<file path="src/rtl/ecos_ipsel_pkg.sv">
// ecos_ipsel_pkg: shared state encoding, default sizing and select-code validity check for the IP switch controller
package ecos_ipsel_pkg;
  localparam int NUM_IP_DEF = 6;
  localparam int SEL_W_DEF = 3;
  localparam int SYNC_STAGES_DEF = 2;
  localparam int STABLE_CYCLES_DEF = 16;
  localparam int DRAIN_CYCLES_DEF = 64;
  localparam int RST_HOLD_CYCLES_DEF = 32;
  typedef enum logic [2:0] {ST_INIT, ST_HOLD, ST_RUN, ST_DRAIN, ST_ISOLATE} ipsel_state_e;
  function automatic logic is_valid_sel(input int code, input int num_ip);
    return code < num_ip;
  endfunction
endpackage

</file>
<file path="src/rtl/ipsel_sync_debounce.sv">
// ipsel_sync_debounce: synchronises the async ip_sel pad code and accepts it once it holds steady
module ipsel_sync_debounce import ecos_ipsel_pkg::*; #(
  parameter int SEL_W = SEL_W_DEF,
  parameter int SYNC_STAGES = SYNC_STAGES_DEF,
  parameter int STABLE_CYCLES = STABLE_CYCLES_DEF
) (
  input  logic             clk_i,
  input  logic             rst_n_i,
  input  logic [SEL_W-1:0] sel_i,
  output logic [SEL_W-1:0] stable_o,
  output logic             stable_vld_o,
  output logic             stable_stb_o
);
  localparam int CNT_W = $clog2(STABLE_CYCLES);
  logic [SEL_W-1:0] sync_q [SYNC_STAGES];
  logic [SEL_W-1:0] prev_q;
  logic [CNT_W-1:0] cnt_q;
  logic same, accept;
  assign same = sync_q[SYNC_STAGES-1] == prev_q;
  // acceptance coincides with the counter reaching its terminal value, which then saturates
  assign accept = same && cnt_q == CNT_W'(STABLE_CYCLES-2);
  always_ff @(posedge clk_i or negedge rst_n_i)
    if (!rst_n_i) begin
      for (int i = 0; i < SYNC_STAGES; i++) sync_q[i] <= '0;
      prev_q <= '0;
      cnt_q <= '0;
      stable_o <= '0;
      stable_vld_o <= 1'b0;
      stable_stb_o <= 1'b0;
    end else begin
      sync_q[0] <= sel_i;
      for (int i = 1; i < SYNC_STAGES; i++) sync_q[i] <= sync_q[i-1];
      prev_q <= sync_q[SYNC_STAGES-1];
      cnt_q <= !same ? '0 : cnt_q == CNT_W'(STABLE_CYCLES-1) ? cnt_q : cnt_q + 1'b1;
      stable_stb_o <= accept;
      if (accept) begin
        stable_o <= sync_q[SYNC_STAGES-1];
        stable_vld_o <= 1'b1;
      end
    end
endmodule

</file>
<file path="src/rtl/ip_switch_ctrl.sv">
// ip_switch_ctrl: drains the active hard IP, isolates all IPs, re-points the pad mux and releases the selected IP
module ip_switch_ctrl import ecos_ipsel_pkg::*; #(
  parameter int NUM_IP = NUM_IP_DEF,
  parameter int SEL_W = SEL_W_DEF,
  parameter int SYNC_STAGES = SYNC_STAGES_DEF,
  parameter int STABLE_CYCLES = STABLE_CYCLES_DEF,
  parameter int DRAIN_CYCLES = DRAIN_CYCLES_DEF,
  parameter int RST_HOLD_CYCLES = RST_HOLD_CYCLES_DEF
) (
  input  logic              clk_i,
  input  logic              rst_n_i,
  input  logic [SEL_W-1:0]  ip_sel_i,
  input  logic [NUM_IP-1:0] ip_idle_i,
  output logic [NUM_IP-1:0] ip_rst_n_o,
  output logic [SEL_W-1:0]  pad_sel_o,
  output logic              pad_sel_vld_o,
  output logic              switch_busy_o,
  output logic              sel_err_o,
  output logic              drain_timeout_o
);
  localparam int MAX_C = DRAIN_CYCLES > RST_HOLD_CYCLES ? DRAIN_CYCLES : RST_HOLD_CYCLES;
  localparam int CNT_W = $clog2(MAX_C);
  ipsel_state_e state_q, state_n;
  logic [SEL_W-1:0] tgt_q, tgt_n, nxt_q, nxt_n, stable;
  logic [CNT_W-1:0] cnt_q, cnt_n;
  logic stable_vld, stable_stb, valid, idle, err_n, to_n, act_n;
  ipsel_sync_debounce #(
    .SEL_W(SEL_W),
    .SYNC_STAGES(SYNC_STAGES),
    .STABLE_CYCLES(STABLE_CYCLES)
  ) u_debounce (
    .clk_i(clk_i),
    .rst_n_i(rst_n_i),
    .sel_i(ip_sel_i),
    .stable_o(stable),
    .stable_vld_o(stable_vld),
    .stable_stb_o(stable_stb)
  );
  assign valid = is_valid_sel(32'(stable), NUM_IP);
  assign idle = ip_idle_i[tgt_q];
  assign act_n = state_n == ST_RUN || state_n == ST_DRAIN;
  always_comb begin
    state_n = state_q;
    tgt_n = tgt_q;
    nxt_n = nxt_q;
    cnt_n = cnt_q + 1'b1;
    err_n = 1'b0;
    to_n = 1'b0;
    case (state_q)
      ST_INIT:
        if (stable_stb) begin
          if (valid) begin
            state_n = ST_HOLD;
            tgt_n = stable;
            cnt_n = '0;
          end else err_n = 1'b1;
        end
      ST_HOLD: state_n = cnt_q == CNT_W'(RST_HOLD_CYCLES-1) ? ST_RUN : ST_HOLD;
      // level compare so a code that settled during a switch is picked up on return
      ST_RUN:
        if (stable_vld && stable != tgt_q) begin
          if (valid) begin
            state_n = ST_DRAIN;
            nxt_n = stable;
            cnt_n = '0;
          end else err_n = stable_stb;
        end
      ST_DRAIN:
        if (idle || cnt_q == CNT_W'(DRAIN_CYCLES-1)) begin
          state_n = ST_ISOLATE;
          to_n = !idle;
        end
      ST_ISOLATE: begin
        state_n = ST_HOLD;
        tgt_n = nxt_q;
        cnt_n = '0;
      end
      default: state_n = ST_INIT;
    endcase
  end
  // outputs are registered from next-state values so they stay aligned with the state and glitch-free
  always_ff @(posedge clk_i or negedge rst_n_i)
    if (!rst_n_i) begin
      state_q <= ST_INIT;
      tgt_q <= '0;
      nxt_q <= '0;
      cnt_q <= '0;
      ip_rst_n_o <= '0;
      pad_sel_o <= '0;
      pad_sel_vld_o <= 1'b0;
      switch_busy_o <= 1'b1;
      sel_err_o <= 1'b0;
      drain_timeout_o <= 1'b0;
    end else begin
      state_q <= state_n;
      tgt_q <= tgt_n;
      nxt_q <= nxt_n;
      cnt_q <= cnt_n;
      ip_rst_n_o <= act_n ? NUM_IP'(1) << tgt_n : '0;
      pad_sel_o <= tgt_n;
      pad_sel_vld_o <= act_n;
      switch_busy_o <= state_n != ST_RUN;
      sel_err_o <= err_n;
      drain_timeout_o <= to_n;
    end
endmodule
</file>
<file path="config.mk">
export PLATFORM = sky130hd
export DESIGN_NAME = ip_switch_ctrl
export DESIGN_NICKNAME = d
export VERILOG_FILES = /design/src/rtl/ecos_ipsel_pkg.sv /design/src/rtl/ipsel_sync_debounce.sv /design/src/rtl/ip_switch_ctrl.sv
export SDC_FILE = /design/constraint.sdc
export NUM_CORES = 1
export LEC_CHECK = 0
export CAP_MARGIN = 20
export CORE_AREA = 2 2 86 47
export CTS_BUF_LIST = sky130_fd_sc_hd__clkbuf_16
export DETAILED_ROUTE_END_ITERATION = 6
export DIE_AREA = 0 0 88 49
export PLACE_DENSITY = 0.77
export SYNTH_ARGS = -nofsm -noshare
export SYNTH_HDL_FRONTEND = slang
export SYNTH_SLANG_ARGS = --single-unit
</file>
<file path="constraint.sdc">
create_clock -name clk_i -period 2.2 [get_ports clk_i]
set_input_delay 0.44 -clock clk_i [delete_from_list [all_inputs] [get_ports clk_i]]
set_output_delay 0.44 -clock clk_i [all_outputs]
set_load 0.05 [all_outputs]
</file>
Word level (Yosys, flattened, before mapping)
Index checks and enable logic that the tools add are counted.
- mux-type cells: 26
- add/subtract/negate cells: 2
- reductions and logical operators: 7
- $lt $le $gt $ge: 2
- equal/unequal tests: 14
- shifts and indexed selects: 1
- operators with widths (cell ; count):
    $mux W6 ; 4
    $mux W3 ; 7
    $pmux W6 S3 ; 1
    $pmux W3 S5 ; 1
    $eq A3 B2 Y1 const B ; 4
    $eq A4 B4 Y1 const B ; 2
    $mux W4 ; 2
    $mux W1 ; 7
    $add A6 B1 Y6 const B ; 1
    $eq A6 B5 Y1 const B ; 1
    $eq A6 B6 Y1 const B ; 1
    $pmux W3 S2 ; 1
    $shl A1 B3 Y6 const A ; 1
    $add A4 B1 Y4 const B ; 1
    $lt A3 B4 Y1 const B ; 1
    $bmux W1 S3 ; 1
    $eq A3 B1 Y1 const B ; 1
    $eq A3 B3 Y1 ; 1
    $eq A3 B3 Y1 const B ; 1
    $logic_not A3 Y1 ; 1
    $lt A3 B3 Y1 const B ; 1
    $ne A3 B2 Y1 const B ; 1
    $ne A3 B3 Y1 ; 1
    $reduce_and A3 Y1 ; 1
    6 further kinds ; 8
- word-level logic and storage cells: 68
- register bits: 43
- output and inout port bits: 13

Logic depth before layout (Yosys ltp)
- word-level depth: 8
- depth in mapped cells: 6

Cells and area by module
From an unflattened synthesis, not the netlist that was laid out.
- cells, all modules: 157
- area total of the unflattened synthesis: 1904.3 um^2
- modules (own cells, without submodules) (module ; seq. area each (um^2) ; area each (um^2) ; instances ; cells an instance):
    ip_switch_ctrl ; 626.9 ; 1252.5 ; 1 ; 113
    ipsel_sync_debounce ; 450.4 ; 651.9 ; 1 ; 44

Least setup slack after synthesis
No wires, ideal clock.
- path kind: reg-to-reg
- from: register tgt_q[0]
- to: register ip_rst_n_o[2]
- stages on the path, launching flop included: 5
- buffers on the path: 0
- data arrival time: 2.084 ns
- path slack: 0.011 ns
- cell sequence: dfrtp_1 mux2_2 a222oi_1 a31oi_2 nor4b_1
- word-level cells in the longest chain between the ends: 8
- elaborated cells on any way between the ends: 16
- those cells by class: eq/ne: 3; shift: 1; mux: 9; reduce/logical: 3
- RTL lines (item ; line ; text):
    start, declared ; ip_switch_ctrl.sv:24 ; logic [SEL_W-1:0] tgt_q, tgt_n, nxt_q, nxt_n, stable;
    start signal, assigned ; ip_switch_ctrl.sv:96 ; tgt_q <= tgt_n;
    $bmux W1 S3 ; ip_switch_ctrl.sv:40 ; assign idle = ip_idle_i[tgt_q];
    $mux W1 (implied by the code) ; ip_switch_ctrl.sv:40 ;
    $logic_or A1 B1 Y1 ; ip_switch_ctrl.sv:69 ; if (idle || cnt_q == CNT_W'(DRAIN_CYCLES-1)) begin
    $mux W3 ; ip_switch_ctrl.sv:69 ;
    $pmux W3 S5 ; ip_switch_ctrl.sv:49 ; case (state_q)
    $eq A3 B2 Y1 ; ip_switch_ctrl.sv:41 ; assign act_n = state_n == ST_RUN || state_n == ST_DRAIN;
    $logic_or A1 B1 Y1 ; ip_switch_ctrl.sv:41 ;
    $mux W6 * ; ip_switch_ctrl.sv:99 ; ip_rst_n_o <= act_n ? NUM_IP'(1) << tgt_n : '0;
    end signal, assigned ; ip_switch_ctrl.sv:99 ;
    end, declared ; ip_switch_ctrl.sv:14 ; output logic [NUM_IP-1:0] ip_rst_n_o,
Mark *: on every way between the ends. The rest lies on a longest branch, timed or not. The select of a mux whose other input is x is not followed.
A chain may end at the register's enable or synchronous reset.

==> reports/results.txt <==
For the overall routed net length, the log shows 3860 µm. Yosys attributes the largest share of cell area to sky130_fd_sc_hd__dfrtp_1 58%, sky130_fd_sc_hd__mux2_2 3.7%, sky130_fd_sc_hd__xnor2_1 3.4%. The via count of the first global-routing pass came out at 1,272. Slowest cell on the critical path: sky130_fd_sc_hd__clkdlybuf4s50_1. Subtracting the final worst setup slack from the clock period gives 2.11 ns. Detailed placement ended at an HPWL of 2770 µm.

In this design, the largest share of critical-path delay is due to buffers and inverters. STA classifies the critical path startpoint as a flop. Entering global routing, the biggest net connects 44 pins. After routing, the total negative slack on setup checks comes to 0 ns.

The run gives 0 as the count of endpoints failing setup in the final report. The run finished with clean final reports. Share of async-settable or async-resettable flops after synthesis: 1.00.

At the pin with the least slew margin, the transition time is 0.674 ns. The root buffer cell was sky130_fd_sc_hd__clkbuf_16. Layout filler cell count: 266.

In the layout the commonest cells are 42 x sky130_fd_sc_hd__dfrtp_1, 22 x sky130_fd_sc_hd__clkdlybuf4s50_1, 11 x sky130_fd_sc_hd__nor2_1. The tools report the initial core utilization as 0.503. Dividing the detail-routed via count by the number of cells gives 5.45. The sequential fraction of the synthesis area came out at 0.591. The internal portion of the total power is 1470 µW.

Summed over all cells, the static leakage comes to 0.00107 µW. The critical path in this run is classified as flop to primary output. The tools report the number of H-tree branching levels as 2. For the peak ir drop on the vdd network, the log shows 0.457 mV. Synthesis inferred 43 register bits. The run gives 0.547 as the max-slew headroom at the worst pin. After the flow finishes, the layout carries non-filler instances totaling 241. The combinational share of power is 0.029. The part of the power in the clock network was 0.521; the number of synthesized flops with an enable pin was 0. The final hold slack was 0.218 ns; the die height was 49 µm. The flip-flop cell with the highest count after synthesis was sky130_fd_sc_hd__dfrtp_1. STA classifies the critical path endpoint as a primary output.

The antenna diode count is 0, and the count of placed standard cells including taps is 233. Walking the worst path, the cells encountered are clkdlybuf4s50_1. The placeable core region was 3620 µm².

The area of the mapped netlist was 1820 µm². The logs give 0 for the initial antenna violation count and 0 for the max-slew violation count. The part of the total power dissipated in sequential elements was 0.450. For this design the ratio of total power to cell area is 764 nW/µm².

The number of nets in the synthesized netlist is 164. The run gives 150 as the number of DRC violations after detailed-routing iteration 0. The wire length per cell came out at 16.0 µm. The worst register-to-register path has a depth of 4.

After clock tree synthesis, the clock-pin slew on the worst setup and hold paths is 0.06 ns. The tools report the clock sink count as 43. Critical register-to-register path startpoint: state_q[1]$_DFF_PN0_. The largest fanout on the critical path was 7; the row count was 16.

The floorplan step set the die width to 88 µm. For the number of resized instances in the post-cts repair step, the log shows 0. In this design, the stage delay of the slowest critical-path cell is 0.87 ns. Hold violation total from the final report: 0.

The number of buffers on the longest clock path came out at 2. TritonCTS built the clock tree. Setup repair after global routing left no endpoint under its margin. The number of different library cells used by synthesis comes to 42.

The most common library cell in the layout ignoring fill and taps is sky130_fd_sc_hd__dfrtp_1. Buffers placed on the I/O ports in this run total 23. The first global-routing pass estimated 6300 µm of wire. The post-CTS setup repair buffer count was 0; the switching component of the power was 324 µW. The routed layout has 1,314 vias.

Compared with the post-synthesis result, the final layout area differs by 29.2%. The fraction of post-synthesis cell area in the top cell type by area is 0.577. The tools report the cts-stage hold buffer count as 0. The logs give 0 for the DRC violations left and 0.0915 ns for the minimum setup slack in the final design.

The register-to-register setup slack came out at 0.13 ns. The logs give 0.868 for the final weighted congestion in routability-driven placement and 0.00394 ns for the final clock skew. The total buffers and inverters traversed by the critical path works out to 1. For the worst setup path, the data required time is 1.76 ns. Synthesis produced a netlist whose cell count is 150. The period utilization works out to 0.958. The overall fraction of global-route tracks in use was 0.200; the top-level port count was 24. For the pre-CTS worst setup slack, the log shows -0.0689 ns. Capturing point of the worst reg2reg path: ip_rst_n_o[5]$_DFF_PN0_. Cell type contributing the most total cell area after synthesis: sky130_fd_sc_hd__dfrtp_1. The total overflow left after global routing is 0. The number of nets still failing antenna checks after routing came out at 0. The tools report the number of buffers added by the clock tree synthesis step as 5. The tools report the final layout net count as 200. Timing would allow up to 474 MHz. The class of the worst hold path was input pin to async pin.

The tool flagged a number of max-cap violations equal to 0. The switching share of total power is 0.180, and the detailed-routing iteration count for the pre-antenna-repair pass is 4. The die covers 4310 µm². The layout cell share with drive strength beyond 1 was 0.160; the data arrival time of the worst path was 1.67 ns. The clock latency of the later-clocked register in the worst-skew pair is 0.28 ns. The number of synthesis warnings was 0; the average size of a mapped cell was 12.2 µm².
==> through the flow <==
stage | total power [µW] | util | instance area [µm²]
6_report | 1800 | 0.650 | 2350
5_1_grt | 1860 | 0.650 | 2350
4_1_cts | 1810 | 0.650 | 2350
3_5_place_dp | 877 | 0.598 | 2170
3_3_place_gp | 873 | 0.598 | 2170
2_1_floorplan | 836 | - | 1820
==> sequential cells by signal, summed over array words and instances (netlist names) <==
register,flops
cnt_q,6
drain_timeout_o,1
ip_rst_n_o,6
nxt_q,3
pad_sel_vld_o,1
sel_err_o,1
state_q,3
switch_busy_o,1
tgt_q,3
u_debounce.cnt_q,4
u_debounce.prev_q,3
u_debounce.stable_o,3
u_debounce.stable_stb_o,1
u_debounce.stable_vld_o,1
u_debounce.sync_q,6
==> metal layers <==
metal	routed length [µm]	global-route usage	up-vias	part of all wire
met5	0	0	-	0
met4	51	0.0744	0	0.013
met3	285	0.0660	6	0.074
met2	1680	0.279	49	0.44
met1	1840	0.291	641	0.48
li1	-	-	618	-
==> worst reg2reg max path: cells and delay by family (launching register included) <==
kind | cells | cell delay, ns
and+or+nand+nor | 4 | 1.49
DFF | 1 | 0.48
==> power by group through the flow <==
stage	clock (µW)	sequential (µW)	combinational (µW)
floorplan	0	821	14.7
global placement	0	822	51.1
detailed placement	0	823	53.4
CTS	949	809	53.8
global route	988	810	58.1
finish	938	809	51.9
==> synthesized netlist by cell type (2+ instances only) <==
library cell and n:
sky130_fd_sc_hd__dfrtp_1 42, sky130_fd_sc_hd__nor2_1 11, sky130_fd_sc_hd__nand3_1 8, sky130_fd_sc_hd__nor3_1 8, sky130_fd_sc_hd__inv_1 7, sky130_fd_sc_hd__xnor2_1 7
sky130_fd_sc_hd__mux2_2 6, sky130_fd_sc_hd__and3_1 5, sky130_fd_sc_hd__a21oi_1 4, sky130_fd_sc_hd__nor4b_1 4, sky130_fd_sc_hd__o22ai_1 4, sky130_fd_sc_hd__xor2_1 4
sky130_fd_sc_hd__ha_1 3, sky130_fd_sc_hd__nor2b_1 3, sky130_fd_sc_hd__a31oi_1 2, sky130_fd_sc_hd__buf_2 2, sky130_fd_sc_hd__nand2_1 2, sky130_fd_sc_hd__nor3b_1 2
sky130_fd_sc_hd__nor4_1 2, sky130_fd_sc_hd__o22a_1 2
==> worst max-delay path by stage <==
stage | depth (start not counted) | endpoint | startpoint | slack, ns
2_1_floorplan | 4 | ip_rst_n_o[2]$_DFF_PN0_ | tgt_q[0]$_DFF_PN0_ | 0.01
3_3_place_gp | 6 | ip_rst_n_o[2]$_DFF_PN0_ | ip_idle_i[1] | -0.03
3_5_place_dp | 6 | ip_rst_n_o[3]$_DFF_PN0_ | ip_idle_i[1] | -0.07
4_1_cts | 1 | pad_sel_o[2] | tgt_q[2]$_DFF_PN0_ | 0.09
5_1_grt | 4 | ip_rst_n_o[5]$_DFF_PN0_ | state_q[1]$_DFF_PN0_ | 0.006
6_report | 1 | pad_sel_o[2] | tgt_q[2]$_DFF_PN0_ | 0.09
==> cell type report <==
type,count,area [µm²],share of cell area
Sequential cell,43,1080,0.457
Clock inverter,3,63.8,0.0271
Inverter,7,26.3,0.0112
Multi-Input combinational cell,98,709,0.301
Timing Repair Buffer,31,285,0.121
Clock buffer,5,125,0.0531
Tap cell,54,67.6,0.0287
==> kinds of logic (layout without fill, tap and decap cells) <==
group	count (synthesis)	in the layout	share of synthesized area
muxes	7	7	0.0453
DFF	43	43	0.591
xor gates and xnor gates	11	11	0.0528
adders and majority gates	3	3	0.0206
AOI/OAI and AO/OA	21	21	0.0865
buffers and inverters	9	46	0.0199
and+or+nand+nor	56	56	0.184
Note: power is estimated with default switching activity, not from simulation.
